$ cat config.mk
export PLATFORM = sky130hd
export DESIGN_NAME = pc_fetch_ctrl
export DESIGN_NICKNAME = d
export VERILOG_FILES = /design/src/rtl/pc_fetch_ctrl_pkg.sv /design/src/rtl/pc_redirect_buf.sv /design/src/rtl/pc_fetch_ctrl.sv
export SDC_FILE = /design/constraint.sdc
export NUM_CORES = 1
export LEC_CHECK = 0
export BUFFER_PORTS_ARGS = -buffer_cell sky130_fd_sc_hd__buf_2
export CORE_ASPECT_RATIO = 1.4
export CORE_UTILIZATION = 50
export CTS_CLUSTER_DIAMETER = 150
export CTS_CLUSTER_SIZE = 40
export DETAILED_ROUTE_END_ITERATION = 8
export MAX_ROUTING_LAYER = met4
export PLACE_DENSITY = 0.86
export SLEW_MARGIN = 40
export SYNTH_ARGS = -nofsm -noshare
export SYNTH_HDL_FRONTEND = slang
export SYNTH_SLANG_ARGS = --single-unit
export TNS_END_PERCENT = 1
$ cat constraint.sdc
create_clock -name clk -period 2.6 [get_ports clk]
set_input_delay 0.39 -clock clk [delete_from_list [all_inputs] [get_ports clk]]
set_output_delay 0.39 -clock clk [all_outputs]
set_load 0.02 [all_outputs]
$ cat src/rtl/pc_fetch_ctrl_pkg.sv
// Shared fetch constants: reset/exception vectors, branch op codes, next-PC select codes.
// No logic state; imported by the fetch controller and its redirect buffer.
package pc_fetch_ctrl_pkg;

   localparam logic [31:0] RESET_PC_DEF = 32'hBFC0_0000;
   localparam logic [31:0] EXC_VECTOR   = 32'hBFC0_0380;
   localparam logic [31:0] ZERO_WORD    = 32'h0000_0000;
   localparam logic [31:0] PC_STEP      = 32'd4;

   typedef enum logic [2:0] {
      BR_NONE,
      BR_BEQ,
      BR_BNE,
      BR_BLEZ,
      BR_BGTZ,
      BR_BLTZ,
      BR_BGEZ
   } br_op_e;

   typedef enum logic [2:0] {
      NPC_EXC,
      NPC_HOLD,
      NPC_PEND,
      NPC_REDIR,
      NPC_SEQ
   } npc_sel_e;

   // Sequential fetch step; wraps modulo 2^32.
   function automatic logic [31:0] pc_inc(input logic [31:0] pc);
      return pc + PC_STEP;
   endfunction

endpackage

$ cat src/rtl/pc_redirect_buf.sv
// Buffers one resolved redirect and the delay-slot marker while fetch is stalled.
// State updates on the clock edge; captures only under stall_f, drains on the first unstalled cycle.
module pc_redirect_buf
   import pc_fetch_ctrl_pkg::*;
(
   input  logic        clk,
   input  logic        resetn,
   input  logic        i_flush,
   input  logic        i_stall_f,
   input  logic        i_redir_req,
   input  logic [31:0] i_redir_tgt,
   input  logic        i_branch_fire,
   output logic        o_pending_valid,
   output logic [31:0] o_pending_target,
   output logic        o_ds_pending
);

   logic        r_pending_valid;
   logic [31:0] r_pending_target;
   logic        r_ds_pending;

   always_ff @(posedge clk or negedge resetn) begin
      if (!resetn) begin
         r_pending_valid  <= 1'b0;
         r_pending_target <= ZERO_WORD;
         r_ds_pending     <= 1'b0;
      end else if (i_flush) begin
         r_pending_valid <= 1'b0;
         r_ds_pending    <= 1'b0;
      end else if (i_stall_f) begin
         // First target wins; a second request while one is buffered is dropped.
         if (i_redir_req && !r_pending_valid) begin
            r_pending_valid  <= 1'b1;
            r_pending_target <= i_redir_tgt;
         end
         if (i_branch_fire) begin
            r_ds_pending <= 1'b1;
         end
      end else begin
         r_pending_valid <= 1'b0;
         r_ds_pending    <= 1'b0;
      end
   end

   assign o_pending_valid  = r_pending_valid;
   assign o_pending_target = r_pending_target;
   assign o_ds_pending     = r_ds_pending;

endmodule

$ cat src/rtl/pc_fetch_ctrl.sv
// Fetch PC register with exception/branch/jump redirect and MIPS delay-slot tagging.
// Redirect visible one cycle after acceptance, or the first cycle after stall_f drops.
module pc_fetch_ctrl
   import pc_fetch_ctrl_pkg::*;
#(
   parameter logic [31:0] RESET_PC = RESET_PC_DEF
) (
   input  logic        clk,
   input  logic        resetn,
   input  logic        stall_f,
   input  logic        stall_d,
   input  logic        dec_valid,
   input  logic        branch_d,
   input  logic        branch_taken_d,
   input  logic [31:0] branch_target_d,
   input  logic        jump_d,
   input  logic [31:0] jump_target_d,
   input  logic        flush_exc,
   input  logic [31:0] exc_pc,
   output logic [31:0] pc_f,
   output logic [31:0] pc_plus4_f,
   output logic        in_delayslot_f,
   output logic        pc_misaligned_f,
   output logic        redirect_pending
);

   logic [31:0] r_pc;
   logic [31:0] w_pc_next;
   logic        w_dec_fire;
   logic        w_branch_fire;
   logic        w_redir_req;
   logic [31:0] w_redir_tgt;
   logic        w_pending_valid;
   logic [31:0] w_pending_target;
   logic        w_ds_pending;
   npc_sel_e    w_npc_sel;

   // A held decode instruction is seen only once, on the cycle it is consumed.
   assign w_dec_fire    = dec_valid & ~stall_d;
   assign w_branch_fire = w_dec_fire & branch_d;
   assign w_redir_req   = w_dec_fire & (jump_d | (branch_d & branch_taken_d));
   assign w_redir_tgt   = jump_d ? jump_target_d : branch_target_d;

   pc_redirect_buf u_redirect_buf (
      .clk              (clk),
      .resetn           (resetn),
      .i_flush          (flush_exc),
      .i_stall_f        (stall_f),
      .i_redir_req      (w_redir_req),
      .i_redir_tgt      (w_redir_tgt),
      .i_branch_fire    (w_branch_fire),
      .o_pending_valid  (w_pending_valid),
      .o_pending_target (w_pending_target),
      .o_ds_pending     (w_ds_pending)
   );

   always_comb begin
      w_npc_sel = NPC_SEQ;
      if (flush_exc) begin
         w_npc_sel = NPC_EXC;
      end else if (stall_f) begin
         w_npc_sel = NPC_HOLD;
      end else if (w_pending_valid) begin
         w_npc_sel = NPC_PEND;
      end else if (w_redir_req) begin
         w_npc_sel = NPC_REDIR;
      end
   end

   always_comb begin
      w_pc_next = pc_inc(r_pc);
      case (w_npc_sel)
         NPC_EXC:   w_pc_next = exc_pc;
         NPC_HOLD:  w_pc_next = r_pc;
         NPC_PEND:  w_pc_next = w_pending_target;
         NPC_REDIR: w_pc_next = w_redir_tgt;
         default:   w_pc_next = pc_inc(r_pc);
      endcase
   end

   always_ff @(posedge clk or negedge resetn) begin
      if (!resetn) begin
         r_pc <= RESET_PC;
      end else begin
         r_pc <= w_pc_next;
      end
   end

   assign pc_f             = r_pc;
   assign pc_plus4_f       = pc_inc(r_pc);
   assign pc_misaligned_f  = (r_pc[1:0] != 2'b00);
   assign redirect_pending = w_pending_valid;
   // Not-taken branches still own a delay slot, so the flag ignores branch_taken_d.
   assign in_delayslot_f   = ~flush_exc & (w_branch_fire | w_ds_pending);

endmodule

==> results of run 1 <==
## cells in the final DEF, fill, tap and decap left out, types with 3 or more instances in the layout
| cell type | Yosys | routed |
|---|---|---|
| buf_4 | 4 | 28 |
| dfstp_2 | 9 | 9 |
| nand2_1 | 51 | 51 |
| o22ai_1 | 6 | 6 |
| a2bb2oi_1 | 4 | 4 |
| dfrtp_1 | 57 | 55 |
| inv_1 | 10 | 10 |
| a21oi_1 | 34 | 34 |
| nor2b_1 | 7 | 7 |
| nand4_1 | 9 | 9 |
| and2_1 | 6 | 6 |
| a311oi_1 | 6 | 6 |
| a211oi_1 | 5 | 5 |
| a22oi_1 | 3 | 3 |
| nor2_1 | 45 | 44 |
| nor3_1 | 9 | 8 |
| and4_1 | 8 | 6 |
| nand2b_1 | 9 | 9 |
| o21a_1 | 4 | 4 |
| xor2_1 | 8 | 8 |
| buf_2 | 9 | 171 |
| a31oi_1 | 3 | 3 |
| clkbuf_16 | 0 | 9 |
| a221oi_1 | 10 | 10 |
| and3_1 | 5 | 3 |
| o21ai_0 | 59 | 59 |
| mux2_2 | 12 | 12 |
| mux2i_1 | 34 | 34 |
| a2111oi_0 | 3 | 3 |
| nand3_1 | 16 | 15 |
| xnor2_1 | 20 | 20 |
## worst max-delay path by stage
stage / from / end / slack, ns / cells past startpoint
3_3_place_gp: pc_f[2] / pc_plus4_f[22] / 0.34 / 7
5_1_grt: pc_f[3] / pc_plus4_f[28] / -0.05 / 7
4_1_cts: pc_f[2] / pc_plus4_f[22] / 0.0009 / 7
6_report: pc_f[3] / pc_plus4_f[28] / 0.06 / 7
3_5_place_dp: pc_f[2] / pc_plus4_f[22] / 0.32 / 7
2_1_floorplan: pc_f[2] / pc_plus4_f[22] / 0.13 / 8
## repair_timing
action                                  in CTS  in global routing
setup buffers                                0                  1
endpoints found under the setup margin       3                 15
pin swaps                                    0                  1
gates resized for setup                      3                  8
gates cloned                                 0                  0
## critical path: stages (launching register included)
cell and delay [ns]:
dfrtp_1 0.41, ha_1 0.19, and4_1 0.29, nand3_1 0.22, nor2_1 0.21, nand3_1 0.13, xnor2_1 0.17, buf_2 0.19
## cell families after synthesis
| group | count (synthesis) | synth area share [%] |
|---|---|---|
| XOR/XNOR | 28 | 5.490 |
| AND/OR/NAND/NOR | 176 | 19.64 |
| buffers and inverters | 49 | 4.874 |
| flip-flops | 66 | 37.23 |
| adder cells (fa/ha/maj) | 1 | 0.2801 |
| AO/OA/AOI/OAI | 155 | 21.85 |
| multiplexers | 46 | 10.64 |
## synth_stat cells (6+ instances only)
cell,count
buf_2,9
inv_1,10
dfstp_2,9
xor2_1,8
and2_1,6
o22ai_1,6
nand3_1,16
o21ai_0,59
a311oi_1,6
mux2i_1,34
clkbuf_1,23
nand4_1,9
nand2b_1,9
dfrtp_1,57
nor2b_1,7
nor3_1,9
and4_1,8
xnor2_1,20
nand2_1,51
a221oi_1,10
mux2_2,12
nor2_1,45
a21oi_1,34
## power groups by stage
stage	logic, W	registers, W	clock network, W
after floorplan	0.000553	0.00146	0
after global placement	0.00101	0.00140	0
after detailed placement	0.00103	0.00141	0
after CTS	0.00104	0.00140	0.00133
after global routing	0.00113	0.00143	0.00137
final	0.00104	0.00141	0.00133
## layout make-up
| class | instances | area [um2] | share of cell area, % |
|---|---|---|---|
| Timing Repair Buffer | 200 | 1086 | 18.54 |
| Tap cell | 105 | 131.4 | 2.243 |
| Sequential cell | 66 | 1665 | 28.43 |
| Clock inverter | 7 | 93.84 | 1.602 |
| Clock buffer | 9 | 225.2 | 3.845 |
| Multi-Input combinational cell | 406 | 2610 | 44.56 |
| Inverter | 12 | 45.04 | 0.7691 |
## sequential cells by signal, summed over array words and instances (netlist names)
signal,cells
u_redirect_buf.o_pending_valid,1
pc_f,32
u_redirect_buf.o_pending_target,32
u_redirect_buf.o_ds_pending,1
## through the flow
stage	utilization [%]	cells	worst slack, ns	total power, W
final	68.04	805	0.05910	0.003776
after global routing	68.04	805	-0.04996	0.003927
after CTS	67.78	804	0.0009124	0.003761
after detailed placement	64.00	788	0.3184	0.002443
after global placement	64.00	788	0.3382	0.002407
after floorplan	-	521	0.1330	0.002017
## routing by layer
metal | up-vias | global-route usage (%)
met1 | 2272 | 41.50
met2 | 278 | 53.66
met3 | 62 | 4.320
met5 | - | -
li1 | 2246 | -
met4 | 0 | 22.22
==> run_results.csv, run 1 <==
group,metric,value,unit
layout,num-fill-cells,727,
floorplan,row_count,40,
pwr,internal_power,0.002488,W
floorplan,die_area,9321,um2
floorplan,io-pin-count,172,
synthesis,synth.area.top_cells,"dfrtp_1 32%, mux2i_1 7.6%, o21ai_0 6.6%",
global_routing,grt_usage,34.53,%
critical_path,r2r_start,"u_redirect_buf.o_pending_valid",
drt,drtIter0Drc,423,
drt,ant_nets,0,
sta,max_freq,393.6,MHz
critical_path,critPathArrivalTime,2.15,ns
drt,dr_wl_met3,983,um
sta,setup_viol,0,
min_path,hold_class,"input pin to async pin",
critical_path,end_kind,"output pin",
critical_path,path_max_fanout,5,
pwr,power.density,644.7,nW/um2
clocking,cts-root-buf,"clkbuf_16",
placement,dp_hpwl,11420,um
pwr,vdd_drop_max,0.0004882,V
floorplan,die_y,113.8,um
synthesis,yosysSeqAreaShare,37.23,%
clocking,cts-buffers-inserted,9,
layout,nNetsFinal,801,
drt,wl_per_cell,18.61,um
synthesis,synth_warnings,0,
placement,place_congestion,0.9388,
critical_path,r2r-end,"pc_f[31]",
job,maxCapViolCount,0,
clocking,clock_latency,0.34,ns
sta,finalCriticalPeriod,2.541,ns
synthesis,syn_area,4467,um2
placement,port_buffers,171,
sta,slew_violations,0,
drt,met1Wirelength,5730,um
sta,worst_pin_slew,0.7479,ns
sta,skew,0.006518,ns
placement,place_area,5509,um2
drt,dr.pass1.iters,6,
pwr,p_sw_share,34.12,%
sta,rsz0062_at_grt,"true",
clocking,clkTransAtPathRegs,0.06,ns
synthesis,synth_edf_count,0,
sta,slew_headroom,50.14,%
drt,vias,4858,
critical_path,reg2reg_depth,6,
synthesis,syn-mean-instance-area,8.573,um2
sta,tns,0,ns
clocking,clock-sinks,66,
drt,wirelength,14990,um
synthesis,syn-num-nets,627,
drt,wl_met2,7494,um
global_routing,grt_pass1_vias,4536,
layout,flow.area_growth_from_synthesis,31.12,%
synthesis,synth_cell_types,57,
drt,top_layer_used,"met4",
floorplan,fp.dieW,81.88,um
critical_path,start_kind,"flip-flop",
pwr,clkPwrFrac,35.1,%
synthesis,synth_top_cell_area_share,31.93,%
layout,antenna_cells,0,
pwr,p_comb_share,27.6,%
critical_path,critPathRequiredTime,2.21,ns
pwr,p_leak,2.788,nW
clocking,htree_levels,3,
clocking,cts_tree,"built",
drt,viasPerCell,6.035,
floorplan,coreArea,8608,um2
layout,drive_gt1_share,37.00,%
global_routing,antenna_found_initial,0,
clocking,clockBufferDepth,2,
global_routing,grt_overflow_total,0,
synthesis,synth_top_cell_by_area,"dfrtp_1",
sta,hold_slack,0.1118,ns
layout,fin_area,5857,um2
synthesis,async_flop_share,100.0,%
sta,period_share,97.73,%
global_routing,grt_max_degree,44,
synthesis,syn_inst,521,
synthesis,yosys_register_bits,66,
clocking,hold_buffers,0,
status,status,"finished clean",
sta,hold_viol,0,
floorplan,start_util,51.89,%
critical_path,critPathKind,"flip-flop to output pin",
pwr,p_seq_share,37.2,%
drt,drc,0,
synthesis,synth_ff_type,"dfrtp_1",
critical_path,reg2reg_slack,0.57,ns
global_routing,grt_pass1_wl,23060,um
pwr,p_sw,0.001289,W
No activity file was read; power rests on OpenSTA's default activity.
==> run 2: changes to the inputs <==
- CORE_UTILIZATION: 50 -> 51
- CTS_BUF_LIST: unset -> sky130_fd_sc_hd__clkbuf_8
- PLACE_DENSITY: 0.86 -> 0.88
==> run_results.csv, run 2 (synthesis gave the netlist of run 1 again) <==
group,metric,value,unit
sta,slew_violations,0,
critical_path,critPathKind,"flip-flop to output pin",
drt,viasPerCell,6.050,
global_routing,grt_pass1_vias,4560,
layout,fin_area,5710,um2
sta,finalCriticalPeriod,2.539,ns
pwr,power.density,565.7,nW/um2
drt,drtIter0Drc,491,
sta,worst_pin_slew,0.6283,ns
global_routing,grt_max_degree,39,
placement,place_area,5487,um2
sta,setup_viol,0,
drt,ant_nets,0,
status,status,"finished, violations left",
drt,wl_per_cell,18.10,um
sta,hold_viol,3,
clocking,clkTransAtPathRegs,0.07,ns
placement,dp_slack,0.2806,ns
pwr,power,0.003231,W
job,maxCapViolCount,0,
layout,mostFrequentLayoutCells,"170 x buf_2, 59 x o21ai_0, 53 x dfrtp_1",
global_routing,antenna_found_initial,0,
clocking,htree_levels,3,
floorplan,die_area,9142,um2
global_routing,grt_usage,33.92,%
clocking,clock_latency,0.35,ns
clocking,cts-root-buf,"clkbuf_8",
sta,rsz0062_at_grt,"true",
placement,place_congestion,0.9551,
placement,port_buffers,171,
critical_path,end_kind,"output pin",
layout,nNetsFinal,798,
sta,hold_slack,-0.007738,ns
min_path,hold_class,"input pin to async pin",
layout,drive_gt1_share,37.16,%
drt,wirelength,14520,um
layout,flow.area_growth_from_synthesis,27.84,%
critical_path,path_max_fanout,7,
global_routing,grt_overflow_total,0,
floorplan,start_util,52.19,%
pwr,p_leak,2.738,nW
drt,drc,0,
drt,vias,4852,
layout,antenna_cells,0,
critical_path,critPathArrivalTime,2.15,ns
floorplan,row_count,40,
drt,dr.pass1.iters,5,
floorplan,fp.dieW,81.10,um
sta,slew_headroom,57.03,%
floorplan,coreArea,8558,um2
floorplan,die_y,112.7,um
sta,skew,0.006426,ns
layout,final_common_cell,"buf_2",
clocking,cts_tree,"built",
clocking,clockBufferDepth,2,
clocking,cts-buffers-inserted,9,
floorplan,io-pin-count,172,
sta,period_share,97.65,%
clocking,clock-sinks,66,
sta,layout_setup_ws,0.06117,ns
placement,dp_hpwl,11220,um
global_routing,grt_pass1_wl,22640,um
pwr,vdd_drop_max,0.0003620,V
critical_path,critPathRequiredTime,2.21,ns
status,violations,"hold timing",
layout,final_util,66.73,%
critical_path,start_kind,"flip-flop",
sta,max_freq,393.9,MHz
[run 2: path summary, 6_finish.rpt]
kind,from,to,slack [ns],depth (start not counted)
max in group asynchronous,resetn,pc_f[2],1.97,2
worst min register to register,u_redirect_buf.o_pending_target[2],u_redirect_buf.o_pending_target[2],0.48,2
worst max register to register,u_redirect_buf.o_pending_valid,pc_f[8],0.47,6
worst min-delay path,resetn,pc_f[30],-0.008,1
worst max-delay path,pc_f[2],pc_plus4_f[14],0.06,6
min in group clk,exc_pc[25],pc_f[25],0.26,3
[run 2: critical path, cell delays in order, from the launching register on]
cell and delay, ns:
dfrtp_2 0.42, ha_1 0.18, and4_2 0.29, and3_4 0.25, nand3_1 0.15, xnor2_1 0.29, buf_2 0.23
[run 2: where the power goes]
| group | total (W) | switching [W] | internal (W) |
|---|---|---|---|
| Sequential | 0.00141 | 0.000180 | 0.00123 |
| Clock | 0.000791 | 0.000404 | 0.000387 |
| Combinational | 0.00103 | 0.000611 | 0.000421 |
| Total | 0.00323 | 0.00120 | 0.00203 |
[run 2: area by class of cell]
type                       count  area (um2)
inverter                      12       45.04
tap                          105       131.4
sequential                    66        1668
fill                         724        2848
clock inverter                 5       22.52
timing repair buffer         197        1066
clock buffer                  11       151.4
multi-input combinational    406        2626
[run 2: routing by layer]
metal	track usage (%)	wire, um
met1	40.99	5502
met2	52.72	7149
met3	6.290	1162
met4	18.69	703
met5	-	0
[run 2: timing repair]
| item | CTS | global route |
|---|---|---|
| cloned | 0 | 0 |
| pin swaps | 0 | 1 |
| resized for setup | 4 | 15 |
| hold buffers | 0 | 0 |
| endpoints found under the setup margin | 5 | 16 |
| setup buffers | 0 | 1 |
[run 2: through the flow]
step / TNS (ns) / instances
final: 0 / 802
after global routing: -0.01331 / 802
after CTS: 0 / 801
after detailed placement: 0 / 785
after global placement: 0 / 785
after floorplan: 0 / 521
